[config.mk]
export PLATFORM = sky130hd
export DESIGN_NAME = dataset_ram_flat
export DESIGN_NICKNAME = d
export VERILOG_FILES = /design/src/rtl/dataset_ram_if.sv /design/src/rtl/dataset_ram.sv /design/src/flat_wrapper.sv
export SDC_FILE = /design/constraint.sdc
export NUM_CORES = 2
export LEC_CHECK = 0
export CAP_MARGIN = 0
export CELL_PAD_IN_SITES_DETAIL_PLACEMENT = 1
export CELL_PAD_IN_SITES_GLOBAL_PLACEMENT = 1
export CORE_ASPECT_RATIO = 1.75
export CORE_MARGIN = 4
export CORE_UTILIZATION = 30
export DETAILED_ROUTE_END_ITERATION = 6
export GPL_TIMING_DRIVEN = 0
export PLACE_DENSITY_LB_ADDON = 0.1
export REMOVE_ABC_BUFFERS = 1
export SLEW_MARGIN = 40
export SYNTH_ARGS = -nofsm -noshare
export SYNTH_HDL_FRONTEND = slang
export SYNTH_SLANG_ARGS = --single-unit
[constraint.sdc]
create_clock -name CLK -period 14.8 [get_ports CLK]
set_input_delay 2.96 -clock CLK [delete_from_list [all_inputs] [get_ports CLK]]
set_output_delay 2.96 -clock CLK [all_outputs]
set_load 0.01 [all_outputs]
[src/rtl/dataset_ram_if.sv]
// Bus bundle for the dataset RAM: write port, random-read port, clear control
// and the valid/ready row stream toward the regression datapath.
interface dataset_ram_if #(
  parameter int ADDR_WIDTH   = 3,
  parameter int MAX_FEATURES = 7,
  parameter int LANE_WIDTH   = 16,
  parameter int DATA_WIDTH   = LANE_WIDTH * (MAX_FEATURES + 1)
);
  logic                    clr;
  logic                    busy;
  logic                    wr_en;
  logic [ADDR_WIDTH-1:0]   wr_addr;
  logic [MAX_FEATURES:0]   wr_mask;
  logic [DATA_WIDTH-1:0]   wr_data;
  logic                    rd_en;
  logic [ADDR_WIDTH-1:0]   rd_addr;
  logic [DATA_WIDTH-1:0]   rd_data;
  logic                    rd_valid;
  logic                    st_start;
  logic [ADDR_WIDTH-1:0]   st_first;
  logic [ADDR_WIDTH-1:0]   st_last;
  logic [DATA_WIDTH-1:0]   st_data;
  logic [ADDR_WIDTH-1:0]   st_addr;
  logic                    st_valid;
  logic                    st_ready;
  logic                    st_done;

  modport master (
    output clr, wr_en, wr_addr, wr_mask, wr_data, rd_en, rd_addr,
           st_start, st_first, st_last, st_ready,
    input  busy, rd_data, rd_valid, st_data, st_addr, st_valid, st_done
  );

  modport slave (
    input  clr, wr_en, wr_addr, wr_mask, wr_data, rd_en, rd_addr,
           st_start, st_first, st_last, st_ready,
    output busy, rd_data, rd_valid, st_data, st_addr, st_valid, st_done
  );
endinterface

[src/rtl/dataset_ram.sv]
// Training-data RAM: row 0 holds weights, rows 1..DEPTH-1 data points.
// Masked writes, clear sweep, random reads and a valid/ready row stream.
module dataset_ram #(
  parameter int ADDR_WIDTH   = 3,
  parameter int DEPTH        = 7,
  parameter int MAX_FEATURES = 7,
  parameter int LANE_WIDTH   = 16,
  parameter int DATA_WIDTH   = LANE_WIDTH * (MAX_FEATURES + 1)
) (
  input  logic          CLK,
  input  logic          RST_N,
  dataset_ram_if.slave  bus
);

  typedef enum logic [1:0] {IDLE, CLEAR, FETCH, HOLD} state_t;

  localparam logic [ADDR_WIDTH:0]   DEPTH_C = (ADDR_WIDTH+1)'(DEPTH);
  localparam logic [ADDR_WIDTH-1:0] LAST_C  = ADDR_WIDTH'(DEPTH - 1);

  logic [DATA_WIDTH-1:0] mem [DEPTH];

  state_t                state_q, state_d;
  logic [ADDR_WIDTH-1:0] ptr_q, ptr_d;
  logic [ADDR_WIDTH-1:0] cur_q, cur_d;
  logic [ADDR_WIDTH-1:0] last_q, last_d;
  logic [DATA_WIDTH-1:0] rd_data_q, rd_data_d;
  logic                  rd_valid_q, rd_valid_d;
  logic [DATA_WIDTH-1:0] st_data_q, st_data_d;
  logic                  st_done_q, st_done_d;

  logic                  wr_in_range, rd_in_range, st_range_ok;
  logic [DATA_WIDTH-1:0] wr_bits;

  assign wr_in_range = {1'b0, bus.wr_addr} < DEPTH_C;
  assign rd_in_range = {1'b0, bus.rd_addr} < DEPTH_C;
  assign st_range_ok = (bus.st_first <= bus.st_last) && ({1'b0, bus.st_last} < DEPTH_C);

  always_comb begin
    wr_bits = '0;
    for (int k = 0; k <= MAX_FEATURES; k++)
      wr_bits[LANE_WIDTH*k +: LANE_WIDTH] = {LANE_WIDTH{bus.wr_mask[k]}};
  end

  // Storage is deliberately outside reset; only the clear sweep zeroes it.
  always_ff @(posedge CLK) begin
    if (state_q == CLEAR) begin
      mem[ptr_q] <= '0;
    end else if (bus.wr_en && wr_in_range) begin
      mem[bus.wr_addr] <= (mem[bus.wr_addr] & ~wr_bits) | (bus.wr_data & wr_bits);
    end
  end

  always_comb begin
    state_d    = state_q;
    ptr_d      = ptr_q;
    cur_d      = cur_q;
    last_d     = last_q;
    rd_data_d  = rd_data_q;
    rd_valid_d = 1'b0;
    st_data_d  = st_data_q;
    st_done_d  = 1'b0;
    unique case (state_q)
      IDLE: begin
        if (bus.clr) begin
          state_d = CLEAR;
          ptr_d   = '0;
        end else if (bus.st_start) begin
          if (st_range_ok) begin
            cur_d   = bus.st_first;
            last_d  = bus.st_last;
            state_d = FETCH;
          end else begin
            st_done_d = 1'b1;
          end
        end else if (bus.rd_en) begin
          rd_valid_d = 1'b1;
          rd_data_d  = rd_in_range ? mem[bus.rd_addr] : '0;
        end
      end
      CLEAR: begin
        ptr_d = ptr_q + 1'b1;
        if (ptr_q == LAST_C) state_d = IDLE;
      end
      FETCH: begin
        st_data_d = mem[cur_q];
        state_d   = HOLD;
      end
      HOLD: begin
        if (bus.st_ready) begin
          if (cur_q == last_q) begin
            state_d   = IDLE;
            st_done_d = 1'b1;
          end else begin
            cur_d   = cur_q + 1'b1;
            state_d = FETCH;
          end
        end
      end
      default: state_d = IDLE;
    endcase
  end

  always_ff @(posedge CLK or negedge RST_N) begin
    if (!RST_N) begin
      state_q    <= IDLE;
      ptr_q      <= '0;
      cur_q      <= '0;
      last_q     <= '0;
      rd_data_q  <= '0;
      rd_valid_q <= 1'b0;
      st_data_q  <= '0;
      st_done_q  <= 1'b0;
    end else begin
      state_q    <= state_d;
      ptr_q      <= ptr_d;
      cur_q      <= cur_d;
      last_q     <= last_d;
      rd_data_q  <= rd_data_d;
      rd_valid_q <= rd_valid_d;
      st_data_q  <= st_data_d;
      st_done_q  <= st_done_d;
    end
  end

  assign bus.busy     = (state_q != IDLE);
  assign bus.rd_data  = rd_data_q;
  assign bus.rd_valid = rd_valid_q;
  assign bus.st_data  = st_data_q;
  assign bus.st_addr  = cur_q;
  assign bus.st_valid = (state_q == HOLD);
  assign bus.st_done  = st_done_q;

endmodule

[src/flat_wrapper.sv]
// flat-port wrapper written by rule: the top's interface ports become plain ports
module dataset_ram_flat 
#(
  parameter int ADDR_WIDTH   = 3,
  parameter int DEPTH        = 7,
  parameter int MAX_FEATURES = 7,
  parameter int LANE_WIDTH   = 16,
  parameter int DATA_WIDTH   = LANE_WIDTH * (MAX_FEATURES + 1)
)
  (CLK, RST_N, bus_clr, bus_wr_en, bus_wr_addr, bus_wr_mask, bus_wr_data, bus_rd_en, bus_rd_addr, bus_st_start, bus_st_first, bus_st_last, bus_st_ready, bus_busy, bus_rd_data, bus_rd_valid, bus_st_data, bus_st_addr, bus_st_valid, bus_st_done);
  dataset_ram_if #(.ADDR_WIDTH(ADDR_WIDTH), .MAX_FEATURES(MAX_FEATURES), .LANE_WIDTH(LANE_WIDTH), .DATA_WIDTH(DATA_WIDTH)) bus_i ();
  input  logic CLK;
  input  logic RST_N;
  input wire logic [$bits(bus_i.clr)-1:0] bus_clr;
  input wire logic [$bits(bus_i.wr_en)-1:0] bus_wr_en;
  input wire logic [$bits(bus_i.wr_addr)-1:0] bus_wr_addr;
  input wire logic [$bits(bus_i.wr_mask)-1:0] bus_wr_mask;
  input wire logic [$bits(bus_i.wr_data)-1:0] bus_wr_data;
  input wire logic [$bits(bus_i.rd_en)-1:0] bus_rd_en;
  input wire logic [$bits(bus_i.rd_addr)-1:0] bus_rd_addr;
  input wire logic [$bits(bus_i.st_start)-1:0] bus_st_start;
  input wire logic [$bits(bus_i.st_first)-1:0] bus_st_first;
  input wire logic [$bits(bus_i.st_last)-1:0] bus_st_last;
  input wire logic [$bits(bus_i.st_ready)-1:0] bus_st_ready;
  output wire logic [$bits(bus_i.busy)-1:0] bus_busy;
  output wire logic [$bits(bus_i.rd_data)-1:0] bus_rd_data;
  output wire logic [$bits(bus_i.rd_valid)-1:0] bus_rd_valid;
  output wire logic [$bits(bus_i.st_data)-1:0] bus_st_data;
  output wire logic [$bits(bus_i.st_addr)-1:0] bus_st_addr;
  output wire logic [$bits(bus_i.st_valid)-1:0] bus_st_valid;
  output wire logic [$bits(bus_i.st_done)-1:0] bus_st_done;
  assign bus_i.clr = bus_clr;
  assign bus_i.wr_en = bus_wr_en;
  assign bus_i.wr_addr = bus_wr_addr;
  assign bus_i.wr_mask = bus_wr_mask;
  assign bus_i.wr_data = bus_wr_data;
  assign bus_i.rd_en = bus_rd_en;
  assign bus_i.rd_addr = bus_rd_addr;
  assign bus_i.st_start = bus_st_start;
  assign bus_i.st_first = bus_st_first;
  assign bus_i.st_last = bus_st_last;
  assign bus_i.st_ready = bus_st_ready;
  assign bus_busy = bus_i.busy;
  assign bus_rd_data = bus_i.rd_data;
  assign bus_rd_valid = bus_i.rd_valid;
  assign bus_st_data = bus_i.st_data;
  assign bus_st_addr = bus_i.st_addr;
  assign bus_st_valid = bus_i.st_valid;
  assign bus_st_done = bus_i.st_done;
  dataset_ram #(.ADDR_WIDTH(ADDR_WIDTH), .DEPTH(DEPTH), .MAX_FEATURES(MAX_FEATURES), .LANE_WIDTH(LANE_WIDTH), .DATA_WIDTH(DATA_WIDTH)) u_core (.CLK(CLK), .RST_N(RST_N), .bus(bus_i));
endmodule
==> metrics.md <==
| Metric | Value |
|---|---|
| Via count | `39600` |
| PortBufs | `417` |
| Row Count | `between 200 and 250` |
| Die width | `346 µm` |
| Setup TNS | `0 ps` |
| Number of cells produced by synthesis | `4444` |
| Critical Path Sink Type | `flop` |
| Startpoint Class | `input port` |
| Vias per cell | `~5.2` |
| Final-report hold violation count | `0` |
| Synthesis warning total | `0` |
| EDFF count, synth | `896` |
| Final Instance Area | `74200 µm²` |
| Htree depth | `3` |
| Pin count of the biggest net entering global routing | `71` |
| Cell Area, Placed | `70100 µm²` |
| Status | `completed` |
| P_sw | `between 4000 and 5000 µW` |
| Final std cells w/o fill | `about 7600` |
| Post-synth top area cell | `edfxtp_1` |
| RSZ-0062 raised after global routing | `no` |
| HP Class | `flop to flop` |
| Grt ovf | `0` |
| Via count of the first global-routing pass | `44300` |
| CTS Buf Count | `121` |
| Clock root buffer | `clkbuf_16` |
| Core Area | `198000 µm²` |
| PwrDens | `174 nW/µm²` |
| Least-Margin Pin Slew | `609 ps` |
| Largest cells by area after synthesis | `edfxtp_1, mux4_2, mux2i_1` |
| Tot GR Track Use | `0.198` |
| Remaining DRCs | `0` |
| Area delta synth->final | `24.1%` |
| Clock buffer depth | `3` |
| Initial drt markers | `roughly 1800` |
| Clock share of power | `0.249` |
| Final hold slack | `479 ps` |
| Pins over their slew limit | `0` |
| Routed wire length | `207 mm` |
| Lkg Pwr | `0.0274 µW` |
| Path type of the worst setup path | `input port to flop` |
| Global-route wire length before repair | `306 mm` |
| Die area | `around 210000 µm²` |
| FFs w/ async S/R, synth | `0.231` |
| Final Cycle Share | `0.413` |
| Die Y-Extent | `599 µm` |
| Setup Buffers After CTS | `0` |
| Avg WL per Cell | `27.3 µm` |
| Share of post-route cells with drive strength above 1 | `0.166` |
| Flops & latches, synth | `1165` |
| Final setup fails | `0` |
| VDD IR max | `0.143 mV` |
| Post-cts resize count | `0` |
| Switching Fraction | `0.340` |
| Post-synthesis sequential area ratio | `0.562` |
| # nets final | `between 5000 and 6000` |
| Syn avg cell area | `13.5 µm²` |
| Synth Cell Area | `59800 µm²` |
| Tmin final | `6110 ps` |
| CTS tree | `built` |
| Arr. time, crit path | `around 6600 ps` |
| Internal power | `8510 µW` |
| Combinational group share of total power | `0.374` |
| Number of cells after detailed placement | `7336` |
| Final core utilization | `0.375` |
| Sequential fraction of design power | `0.377` |
| Final GP Congestion | `0.700` |
| DP Wirelength | `138 mm` |
| Slew headroom | `0.583` |
| Synth top area share | `0.450` |
| Pre-antenna DRT Iters | `5` |
| Maxcap violations | `0` |
| Max Freq | `164 MHz` |
| Synth cell count leaders | `edfxtp_1, mux2i_1, nand2_1` |
| Top-count cell post-synth | `edfxtp_1` |
| Skew final | `47.2 ps` |
| WP data required | `15230 ps` |
| CTS hold repair buffers | `0` |
| Clk_lat worst skew | `740 ps` |
| Starting Density | `0.302` |
| Crit Path Max Fanout | `68` |
| Clk slew on worst S/H paths | `70 ps` |
| Initial antenna violation count | `12` |
| Top_reg_cell synth | `edfxtp_1` |
| Synth cell types | `43` |
| CTS Sinks | `1165` |
| Top Ports | `418` |
| Final antenna-violating net count | `0` |
==> registers in the layout (all words and copies together), names as in the netlist <==
name                 cells
u_core.mem             896
u_core.bus.rd_data     128
u_core.bus.st_data     128
u_core.bus.st_addr       3
u_core.last_q            3
u_core.ptr_q             3
u_core.state_q           2
u_core.bus.rd_valid      1
u_core.bus.st_done       1
==> cell type report <==
class / count / area (µm²)
flip-flops and latches: 1165 / 33600
diodes: 5 / 12.5
repair buffers: 632 / 8520
clock buffers: 175 / 3440
multi-input cells: 2910 / 24600
inverters: 13 / 53.8
well taps: 2616 / 3270
fillers: 20400 / 124000
clock inverters: 57 / 689
==> power groups by stage <==
| stage | Sequential [µW] | Clock [µW] | Combinational (µW) |
|---|---|---|---|
| after floorplan | 5220 | 0 | 2690 |
| after global placement | 5570 | 0 | 5610 |
| after detailed placement | 4930 | 0 | 4940 |
| after CTS | 4870 | 3330 | 4950 |
| after global routing | 4950 | 3460 | 5230 |
| final | 4860 | 3210 | 4820 |
==> metal layers <==
layer	wire [µm]	global-route usage	vias up
li1	-	-	17700
met1	88400	0.249	21000
met2	106000	0.356	642
met3	8780	0.0346	238
met4	3730	0.0400	10
met5	51	0	-
==> worst max-delay path: stages <==
cell and delay (ps):
buf_8 280, buf_16 340, a31o_4 460, mux2i_1 290, nor3_2 500, buf_6 210, buf_2 220, buf_4 220
buf_4 190, buf_6 150, buf_2 160, buf_4 170, buf_2 230
==> metrics by stage <==
| stage | total power [µW] | setup slack, ps |
|---|---|---|
| floorplan | 7910 | 581 |
| global placement | 11200 | -36800 |
| detailed placement | 9870 | 7820 |
| CTS | 13200 | 8650 |
| global route | 13600 | 8510 |
| finish | 12900 | 8690 |
==> final timing paths <==
check,start,end,slack [ps],depth (start not counted)
hold reg to reg,u_core.bus.rd_data[113],u_core.bus.rd_data[113],480,2
min in group asynchronous,RST_N,u_core.bus.st_data[27],2150,1
setup reg to reg,u_core.state_q[1],u_core.mem[5][66],10650,14
setup / recovery,bus_wr_addr[1],u_core.mem[5][66],8690,13
max in group asynchronous,RST_N,u_core.bus.st_data[66],11250,4
hold / removal,u_core.bus.rd_data[113],u_core.bus.rd_data[113],480,2
==> cell usage in the layout, fill, tap and decap left out, types with 2 or more instances in the layout <==
master and count:
nand3b_1 2, clkbuf_1 33, clkinv_8 2, nor2_4 6
buf_4 17, ha_1 9, mux4_2 384, buf_6 3
nor2_1 133, edfxtp_1 896, mux2_2 7, a221o_1 2
diode_2 5, clkinv_2 18, bufinv_16 13, clkdlybuf4s50_1 402
mux2i_1 770, dfrtp_1 267, clkinv_16 2, dfrtp_4 2
clkbuf_16 121, clkinvlp_4 5, buf_16 92, nor2b_1 130
buf_8 48, clkinv_1 14, o21ai_0 649, nand3_1 7
buf_12 49, inv_6 3, a21oi_1 133, buf_2 21
xor2_1 3, inv_1 11, clkbuf_8 21, nor3_1 2
nand2_1 651
==> logic make-up after synthesis <==
family	Yosys count	synth area share
flip-flops	1165	0.562
multiplexers	1161	0.275
AND/OR/NAND/NOR	940	0.0652
AO/OA/AOI/OAI	796	0.0674
buffers and inverters	369	0.0278
adder cells (fa/ha/maj)	10	0.00209
XOR/XNOR	3	0.000439
Power figures use the tool's default switching activity.
